===== config.mk =====
export PLATFORM = sky130hd
export DESIGN_NAME = hw_accel_morph_chain
export DESIGN_NICKNAME = d
export VERILOG_FILES = /design/src/rtl/hw_accel_pkg.sv /design/src/rtl/hw_accel_morph_stage.sv /design/src/rtl/hw_accel_morph_chain.sv
export SDC_FILE = /design/constraint.sdc
export NUM_CORES = 1
export LEC_CHECK = 0
export CAP_MARGIN = 20
export CORE_AREA = 2 2 499 501
export CTS_CLUSTER_SIZE = 40
export DETAILED_ROUTE_END_ITERATION = 12
export DIE_AREA = 0 0 501 503
export HOLD_SLACK_MARGIN = 0.15
export PLACE_DENSITY = 0.44
export REMOVE_ABC_BUFFERS = 1
export SLEW_MARGIN = 10
export SYNTH_ARGS = -nofsm -noshare
export SYNTH_HDL_FRONTEND = slang
export SYNTH_SLANG_ARGS = --single-unit

===== constraint.sdc =====
create_clock -name clk -period 54.7 [get_ports clk]
set_clock_uncertainty 0.15 [all_clocks]
set_input_delay 10.94 -clock clk [delete_from_list [all_inputs] [get_ports clk]]
set_output_delay 10.94 -clock clk [all_outputs]
set_load 0.02 [all_outputs]

===== src/rtl/hw_accel_pkg.sv =====
// Shared types for the binary morphology chain: op encodings, FSM states and the beat record.
// Latency: n/a (types and constants only).
// Backpressure: n/a.
package hw_accel_pkg;

  localparam logic [1:0] OP_BYPASS = 2'd0;
  localparam logic [1:0] OP_DILATE = 2'd1;
  localparam logic [1:0] OP_ERODE  = 2'd2;   // 2'd3 also decodes as erode

  typedef enum logic [1:0] {IDLE, RUN, FLUSH} state_t;

  // One beat travelling between stages; pix is the binary pixel value.
  typedef struct packed {
    logic valid;
    logic flush;
    logic pix;
  } beat_t;

  localparam int DEF_IMG_WIDTH    = 512;
  localparam int DEF_IMG_HEIGHT   = 512;
  localparam int DEF_NUM_STAGES   = 2;
  localparam int DEF_FRAME_PIXELS = DEF_IMG_WIDTH * DEF_IMG_HEIGHT;
  localparam int DEF_FLUSH_LEN    = DEF_NUM_STAGES * (DEF_IMG_WIDTH + 1);

  function automatic int frame_pixels(input int w, input int h);
    return w * h;
  endfunction

  function automatic int flush_len(input int n, input int w);
    return n * (w + 1);
  endfunction

endpackage


===== src/rtl/hw_accel_morph_stage.sv =====
// One 3x3 binary morphology stage (bypass / dilate / erode) with two line buffers.
// Latency: output for centre (r,c) registered 1 clk after the beat carrying (r+1,c+1).
// Backpressure: none; purely beat-driven, advances only on beat_in.valid.
// Ports: clk, rst (async, active-high), cfg_op (op sampled at frame start),
//        beat_in (upstream beat), beat_out (registered result beat).
module hw_accel_morph_stage
  import hw_accel_pkg::*;
#(
  parameter int IMG_WIDTH  = DEF_IMG_WIDTH,
  parameter int IMG_HEIGHT = DEF_IMG_HEIGHT,
  parameter int NUM_STAGES = DEF_NUM_STAGES
) (
  input  logic       clk,
  input  logic       rst,
  input  logic [1:0] cfg_op,
  input  beat_t      beat_in,
  output beat_t      beat_out
);

  localparam int COL_W  = (IMG_WIDTH > 1) ? $clog2(IMG_WIDTH) : 1;
  // Flush beats keep advancing the row counter a few rows past the image.
  localparam int ROW_W  = $clog2(IMG_HEIGHT + NUM_STAGES + 3);
  localparam int SR_LEN = 2 * IMG_WIDTH + 2;

  logic [COL_W-1:0]  col_q, col_eff, c_col;
  logic [ROW_W-1:0]  row_q, row_eff, c_row;
  logic              seen_flush_q;
  logic [1:0]        op_q;
  // Two line buffers plus the window columns, kept as one delay line:
  // sr_q[j] holds the beat that arrived j+1 beats ago.
  logic [SR_LEN-1:0] sr_q;
  beat_t             out_q;

  logic       frame_start, emit, is_real, top_ok, bot_ok, left_ok, right_ok;
  logic       border, res;
  logic [8:0] taps, tm;

  always_comb begin
    // A real beat after flush beats (or the first after reset) starts a frame.
    frame_start = beat_in.valid && !beat_in.flush &&
                  (seen_flush_q || (col_q == '0 && row_q == '0));
    col_eff = frame_start ? '0 : col_q;
    row_eff = frame_start ? '0 : row_q;

    // Centre lags the incoming beat by IMG_WIDTH+1 positions.
    if (col_eff != '0) begin
      c_col = col_eff - COL_W'(1);
      c_row = row_eff - ROW_W'(1);
    end else begin
      c_col = COL_W'(IMG_WIDTH - 1);
      c_row = row_eff - ROW_W'(2);
    end
    emit    = (row_eff >= ROW_W'(2)) || (row_eff == ROW_W'(1) && col_eff != '0);
    is_real = c_row < ROW_W'(IMG_HEIGHT);

    top_ok   = c_row != '0;
    bot_ok   = c_row != ROW_W'(IMG_HEIGHT - 1);
    left_ok  = c_col != '0;
    right_ok = c_col != COL_W'(IMG_WIDTH - 1);

    // Row-major taps, index 0 = top-left, 4 = centre, 8 = bottom-right.
    taps[0] = sr_q[2*IMG_WIDTH+1];
    taps[1] = sr_q[2*IMG_WIDTH];
    taps[2] = sr_q[2*IMG_WIDTH-1];
    taps[3] = sr_q[IMG_WIDTH+1];
    taps[4] = sr_q[IMG_WIDTH];
    taps[5] = sr_q[IMG_WIDTH-1];
    taps[6] = sr_q[1];
    taps[7] = sr_q[0];
    taps[8] = beat_in.pix;

    // Outside neighbours are neutral: 0 for OR (dilate), 1 for AND (erode).
    border = (op_q != OP_DILATE);
    tm     = '0;
    for (int i = 0; i < 9; i++) begin
      if ((i / 3 != 0 || top_ok) && (i / 3 != 2 || bot_ok) &&
          (i % 3 != 0 || left_ok) && (i % 3 != 2 || right_ok))
        tm[i] = taps[i];
      else
        tm[i] = border;
    end

    case (op_q)
      OP_BYPASS: res = taps[4];
      OP_DILATE: res = |tm;
      default:   res = &tm;
    endcase
  end

  always_ff @(posedge clk or posedge rst) begin
    if (rst) begin
      col_q        <= '0;
      row_q        <= '0;
      seen_flush_q <= 1'b0;
      op_q         <= OP_BYPASS;
      out_q        <= '0;
    end else begin
      out_q.valid <= beat_in.valid && emit;
      out_q.flush <= !is_real;
      out_q.pix   <= is_real && res;
      if (beat_in.valid) begin
        seen_flush_q <= beat_in.flush;
        if (frame_start)
          op_q <= cfg_op;
        if (col_eff == COL_W'(IMG_WIDTH - 1)) begin
          col_q <= '0;
          row_q <= row_eff + ROW_W'(1);
        end else begin
          col_q <= col_eff + COL_W'(1);
          row_q <= row_eff;
        end
      end
    end
  end

  // Pixel history needs no reset: stale taps are always masked by the border logic.
  always_ff @(posedge clk) begin
    if (beat_in.valid)
      sr_q <= {sr_q[SR_LEN-2:0], beat_in.pix};
  end

  assign beat_out = out_q;

endmodule


===== src/rtl/hw_accel_morph_chain.sv =====
// Cascade of NUM_STAGES 3x3 binary morphology stages with per-frame config shadowing.
// Latency: centre (r,c) appears NUM_STAGES*(IMG_WIDTH+2)+1 beats/clks after pixel (r,c) enters.
// Backpressure: pixel_in_ready drops for NUM_STAGES*(IMG_WIDTH+1) clks of self-flush per frame.
// Ports: clk, rst (async, active-high), cfg_stage_op (2 bits per stage), pixel_in/_valid/_ready,
//        pixel_out/_valid, frame_done (pulse), busy; fg_count when HW_ACCEL_MORPH_STATS_EN.
// Optional: define HW_ACCEL_MORPH_STATS_EN for the per-frame foreground count output.
module hw_accel_morph_chain
  import hw_accel_pkg::*;
#(
  parameter int DATA_WIDTH = 8,
  parameter int IMG_WIDTH  = DEF_IMG_WIDTH,
  parameter int IMG_HEIGHT = DEF_IMG_HEIGHT,
  parameter int NUM_STAGES = DEF_NUM_STAGES
) (
  input  logic                    clk,
  input  logic                    rst,
  input  logic [2*NUM_STAGES-1:0] cfg_stage_op,
  input  logic [DATA_WIDTH-1:0]   pixel_in,
  input  logic                    pixel_in_valid,
  output logic                    pixel_in_ready,
  output logic [DATA_WIDTH-1:0]   pixel_out,
  output logic                    pixel_out_valid,
  output logic                    frame_done,
  output logic                    busy
`ifdef HW_ACCEL_MORPH_STATS_EN
  ,
  output logic [$clog2(IMG_WIDTH*IMG_HEIGHT+1)-1:0] fg_count
`endif
);

  localparam int FRAME_PIX = frame_pixels(IMG_WIDTH, IMG_HEIGHT);
  localparam int FLUSH_LEN = flush_len(NUM_STAGES, IMG_WIDTH);
  localparam int CNT_W     = $clog2(FRAME_PIX + 1);
  localparam int FL_W      = $clog2(FLUSH_LEN + 1);

  state_t                  state_q, state_d;
  logic [CNT_W-1:0]        in_cnt_q, out_cnt_q;
  logic [FL_W-1:0]         fl_cnt_q;
  logic [2*NUM_STAGES-1:0] shadow_q, cfg_live;
  logic                    accept;
  beat_t                   head, last;
  beat_t                   chain [NUM_STAGES+1];

  assign accept = pixel_in_valid && pixel_in_ready;

  always_comb begin
    state_d        = state_q;
    pixel_in_ready = 1'b1;
    busy           = 1'b1;
    case (state_q)
      IDLE: begin
        busy = 1'b0;
        if (accept)
          state_d = RUN;
      end
      RUN: begin
        if (accept && in_cnt_q == CNT_W'(FRAME_PIX - 1))
          state_d = FLUSH;
      end
      FLUSH: begin
        pixel_in_ready = 1'b0;
        if (fl_cnt_q == FL_W'(FLUSH_LEN - 1))
          state_d = IDLE;
      end
      default: state_d = IDLE;
    endcase
  end

  always_ff @(posedge clk or posedge rst) begin
    if (rst) begin
      state_q  <= IDLE;
      in_cnt_q <= '0;
      fl_cnt_q <= '0;
      shadow_q <= '0;
    end else begin
      state_q <= state_d;
      if (state_q == FLUSH)
        in_cnt_q <= '0;
      else if (accept)
        in_cnt_q <= in_cnt_q + CNT_W'(1);
      fl_cnt_q <= (state_q == FLUSH) ? fl_cnt_q + FL_W'(1) : '0;
      if (state_q == IDLE && accept)
        shadow_q <= cfg_stage_op;
    end
  end

  // Each stage samples its op on its own first real beat. Stage 0 starts while
  // still in IDLE, so it sees the live value the shadow is capturing that cycle;
  // later stages start once the shadow already holds this frame's config.
  assign cfg_live = (state_q == IDLE) ? cfg_stage_op : shadow_q;

  always_comb begin
    head.valid = (state_q == FLUSH) || accept;
    head.flush = (state_q == FLUSH);
    head.pix   = (state_q != FLUSH) && (pixel_in != '0);
  end

  assign chain[0] = head;

  for (genvar g = 0; g < NUM_STAGES; g++) begin : g_stage
    hw_accel_morph_stage #(
      .IMG_WIDTH (IMG_WIDTH),
      .IMG_HEIGHT(IMG_HEIGHT),
      .NUM_STAGES(NUM_STAGES)
    ) u_stage (
      .clk     (clk),
      .rst     (rst),
      .cfg_op  (cfg_live[2*g +: 2]),
      .beat_in (chain[g]),
      .beat_out(chain[g+1])
    );
  end

  assign last = chain[NUM_STAGES];

  always_ff @(posedge clk or posedge rst) begin
    if (rst) begin
      pixel_out_valid <= 1'b0;
      pixel_out       <= '0;
      frame_done      <= 1'b0;
      out_cnt_q       <= '0;
    end else begin
      pixel_out_valid <= last.valid && !last.flush;
      pixel_out       <= {DATA_WIDTH{last.valid && !last.flush && last.pix}};
      frame_done      <= pixel_out_valid && (out_cnt_q == CNT_W'(FRAME_PIX - 1));
      if (pixel_out_valid)
        out_cnt_q <= (out_cnt_q == CNT_W'(FRAME_PIX - 1)) ? '0 : out_cnt_q + CNT_W'(1);
    end
  end

`ifdef HW_ACCEL_MORPH_STATS_EN
  logic [CNT_W-1:0] fg_run_q;

  // Running count restarts with each frame; the total lands together with frame_done.
  always_ff @(posedge clk or posedge rst) begin
    if (rst) begin
      fg_run_q <= '0;
      fg_count <= '0;
    end else if (pixel_out_valid) begin
      if (out_cnt_q == CNT_W'(FRAME_PIX - 1)) begin
        fg_count <= fg_run_q + CNT_W'(pixel_out[0]);
        fg_run_q <= '0;
      end else begin
        fg_run_q <= fg_run_q + CNT_W'(pixel_out[0]);
      end
    end
  end
`endif

endmodule


==> results.ini <==
[status]
status = finished clean

[synth]
syn_area_um2 = 68800
synthCells = 2892
yosysMostFrequentCell = edfxtp_1
async_flop_share_pct = 5.00
synth_sequential_area_ratio_pct = 93.5
synth_area_leaders = edfxtp_1 (90%), dfrtp_1 (3.9%), nor2_1 (0.50%), ha_1 (0.47%), xor2_1 (0.45%)
synth_flop_cell = edfxtp_1
yosys.cell_types.count = 79
syn_area_per_cell_um2 = 23.8
ys_seq_elements = 2160
synth_common_cells = edfxtp_1 (2052), dfrtp_1 (108), nor2_1 (92), nand2_1 (80), o21ai_0 (56)
synth_top_area_share_pct = 89.6
synth-edff-count = 2052
post-synth-top-area-cell = edfxtp_1
yosysWarnings = 0

[critical_path]
critical_path_arrival_ns = 16.00
crit_chain = clkdlybuf4s50_1, and2_1, nand2_1, o31a_1, nand2_1, ha_1, or3b_1, o21ai_0, a31oi_1, a221oi_1, o2111ai_2, nor2b_1, a2111oi_0, o21ai_0, o31a_1, a311oi_1
r2r_slack_ns = 49.24
start_kind = primary input
r2r-start = g_stage[0].u_stage.beat_out[2]
worst-setup-path-type = primary input to flip-flop
reg2regPathDepth = 12
worstSetupEndpointType = flip-flop
r2r_end = g_stage[1].u_stage.beat_out[0]
cp_max_fo = 17
cp.required_ns = 55.24
slowest_stage = clkdlybuf4s50_1
max_stage_delay_ns = 0.85

[power_and_ir_drop]
switching_share_pct = 22.6
seqPwrFrac_pct = 57.4
p_int_mw = 2.91
p_per_area_nw_per_um2 = 47.1
pwr-share-clk_pct = 36.5
comb_power_share_pct = 6.1
ir_worst_vdd_uv = 33.6
power_leakage_nw = 22.8
p_sw_mw = 0.849

[sta]
setup_violations = 0
hold_slack_ns = 0.242
rsz0062_at_grt = no
tightest_slew_ns = 1.03
final_max_slew_viol_count = 0
fin_crit_ns = 15.46
max-slew-margin-rel_pct = 31.1
setup_tns_ns = 0
fin_crit_sh_pct = 28.3
hold_viol = 0
fmax_mhz = 64.7

[floorplanning]
die_w_um = 501
io-pin-count = 27
start_util_pct = 27.8
core_area_um2 = 247000
fp.dieH_um = 503
rows = 183
dieArea_um2 = 252000

[clock_network]
cts_setup_buffers = 0
clk_latency_ns = 0.80
postCtsResizedCells = 0
cts_sinks = 2160
cts_hold_buf = 0
cts_tree = yes
cts_root_buf = clkbuf_16
numCtsBuffers = 205
clkSlewWorstSetupHoldPaths_ns = 0.06
cts_max_path_buffers = 3
cts_htree_levels = 4

[detailed_routing]
vias_per_cell = 3.94
vias = 25688
drc_errors = 0
antenna_left = 0
drt-total-wl_mm = 89.1
dr.pass1.iters = 8
wire_per_inst_um = 13.7
initialDrtViolationCount = 2386

[placement]
dp_hpwl_mm = 37.6
portBuffers = 26
gp_congestion = 0.752

[flow_run]
timing.max_cap.violations = 0

[min_path]
worstHoldStart = g_stage[0].u_stage.sr_q[903]
holdCritPathClass = flip-flop to flip-flop
min_to = g_stage[0].u_stage.sr_q[904]
hold_path_depth = 0

[final_layout]
nFillCells = 23204
nets = 3147
drive_gt1_share_pct = 10.7
area_growth_syn_to_layout_pct = 15.9

[global_routing]
grt_pass1_wl_mm = 145
grt_usage_pct = 7.00
grt.overflow.total = 0
grt_max_degree = 193
grt_pass1_vias = 25340
antenna_found_initial = 1

## state kept, by name (all words and copies together) (netlist names)
register	flops
state_q	2
shadow_q	4
frame_done	1
fl_cnt_q	11
g_stage.u_stage.col_q	18
g_stage.u_stage.op_q	4
pixel_out_valid	1
in_cnt_q	19
g_stage.u_stage.beat_out	6
g_stage.u_stage.sr_q	2052
out_cnt_q	19
pixel_out	1
g_stage.u_stage.row_q	20
g_stage.u_stage.seen_flush_q	2
## routing by layer
layer	part of all wire, %	global-route usage (%)
met3	5.1	2.20
met5	0	0
met4	2.9	2.65
met2	38	8.47
met1	54	11.2
## kinds of logic after synthesis
family / after synthesis / share of synthesized area, %
DFF: 2160 / 93.5
adders and majority gates: 26 / 0.473
AOI/OAI and AO/OA: 168 / 1.59
muxes: 20 / 0.309
xor gates and xnor gates: 63 / 0.802
and+or+nand+nor: 371 / 2.81
buffers and inverters: 84 / 0.522
## critical path, delay by kind of cell
family                   cells  cell delay, ns
buffers and inverters        1            0.85
AND/OR/NAND/NOR              5            1.44
AO/OA/AOI/OAI                9            2.45
adder cells (fa/ha/maj)      1            0.31
## cells in the final DEF, fill, tap and decap left out, types with 4 or more instances in the layout
cell type	synthesis	final
o21ai_0	56	56
mux2_2	10	10
clkinv_1	0	47
nor4_1	12	12
a31oi_1	8	8
mux2i_1	10	10
nor2_1	92	92
o21a_1	4	4
and3_1	21	21
and2_1	7	7
xor2_1	35	35
o31ai_1	9	9
clkbuf_16	0	205
clkinv_2	0	42
clkinv_16	0	4
a221oi_1	4	4
xnor2_1	28	28
nand2_1	80	80
nand4_1	28	28
nand3b_1	6	6
bufinv_16	0	16
clkdlybuf4s50_1	0	26
clkbuf_1	28	53
inv_6	0	8
buf_4	7	23
nor2b_1	11	10
or3_1	15	15
nand3_1	35	35
a211oi_1	7	7
ha_1	26	26
nand2b_1	9	9
dfrtp_1	108	107
o22ai_1	7	7
inv_1	35	33
a21oi_1	33	33
edfxtp_1	2052	2052
nor3_1	22	22
## power groups by stage
stage | Clock [mW] | Combinational (mW) | Sequential (mW)
6_report | 1.37 | 0.227 | 2.16
5_1_grt | 1.51 | 0.257 | 2.18
4_1_cts | 1.44 | 0.230 | 2.17
3_5_place_dp | 0 | 0.232 | 2.19
3_3_place_gp | 0 | 0.226 | 2.19
2_1_floorplan | 0 | 0.108 | 2.52
## worst max-delay path by stage
stage | from | to | slack, ns | depth (start not counted)
after floorplan | pixel_in_valid | g_stage[0].u_stage.col_q[8] | 20.86 | 3
after global placement | pixel_in_valid | g_stage[0].u_stage.beat_out[0] | 38.59 | 16
after detailed placement | pixel_in_valid | g_stage[0].u_stage.beat_out[0] | 38.48 | 16
after CTS | pixel_in_valid | g_stage[0].u_stage.beat_out[0] | 39.38 | 16
after global routing | pixel_in_valid | g_stage[0].u_stage.beat_out[0] | 38.73 | 16
final | pixel_in_valid | g_stage[0].u_stage.beat_out[0] | 39.24 | 16
## through the flow
step | instance area [µm²] | worst slack, ns | std cells | power (mW) | util, %
after CTS | 79700 | 39.38 | 6518 | 3.83 | 32.2
final | 79800 | 39.24 | 6523 | 3.76 | 32.3
after detailed placement | 73100 | 38.48 | 6132 | 2.42 | 29.6
after global routing | 79800 | 38.73 | 6523 | 3.94 | 32.3
after floorplan | 68600 | 20.86 | 2844 | 2.63 | -
after global placement | 73100 | 38.59 | 6132 | 2.42 | 29.6
## final cells by class
cell class / count / area, µm² / area share, %
Antenna cell: 1 / 2.50 / 0.00314
Clock buffer: 260 / 5360 / 6.72
Timing Repair Buffer: 55 / 576 / 0.722
Multi-Input combinational cell: 648 / 4120 / 5.16
Clock inverter: 126 / 1180 / 1.48
Tap cell: 3237 / 4050 / 5.08
Sequential cell: 2160 / 64300 / 80.7
Inverter: 36 / 145 / 0.182
Note: power is estimated with default switching activity, not from simulation.
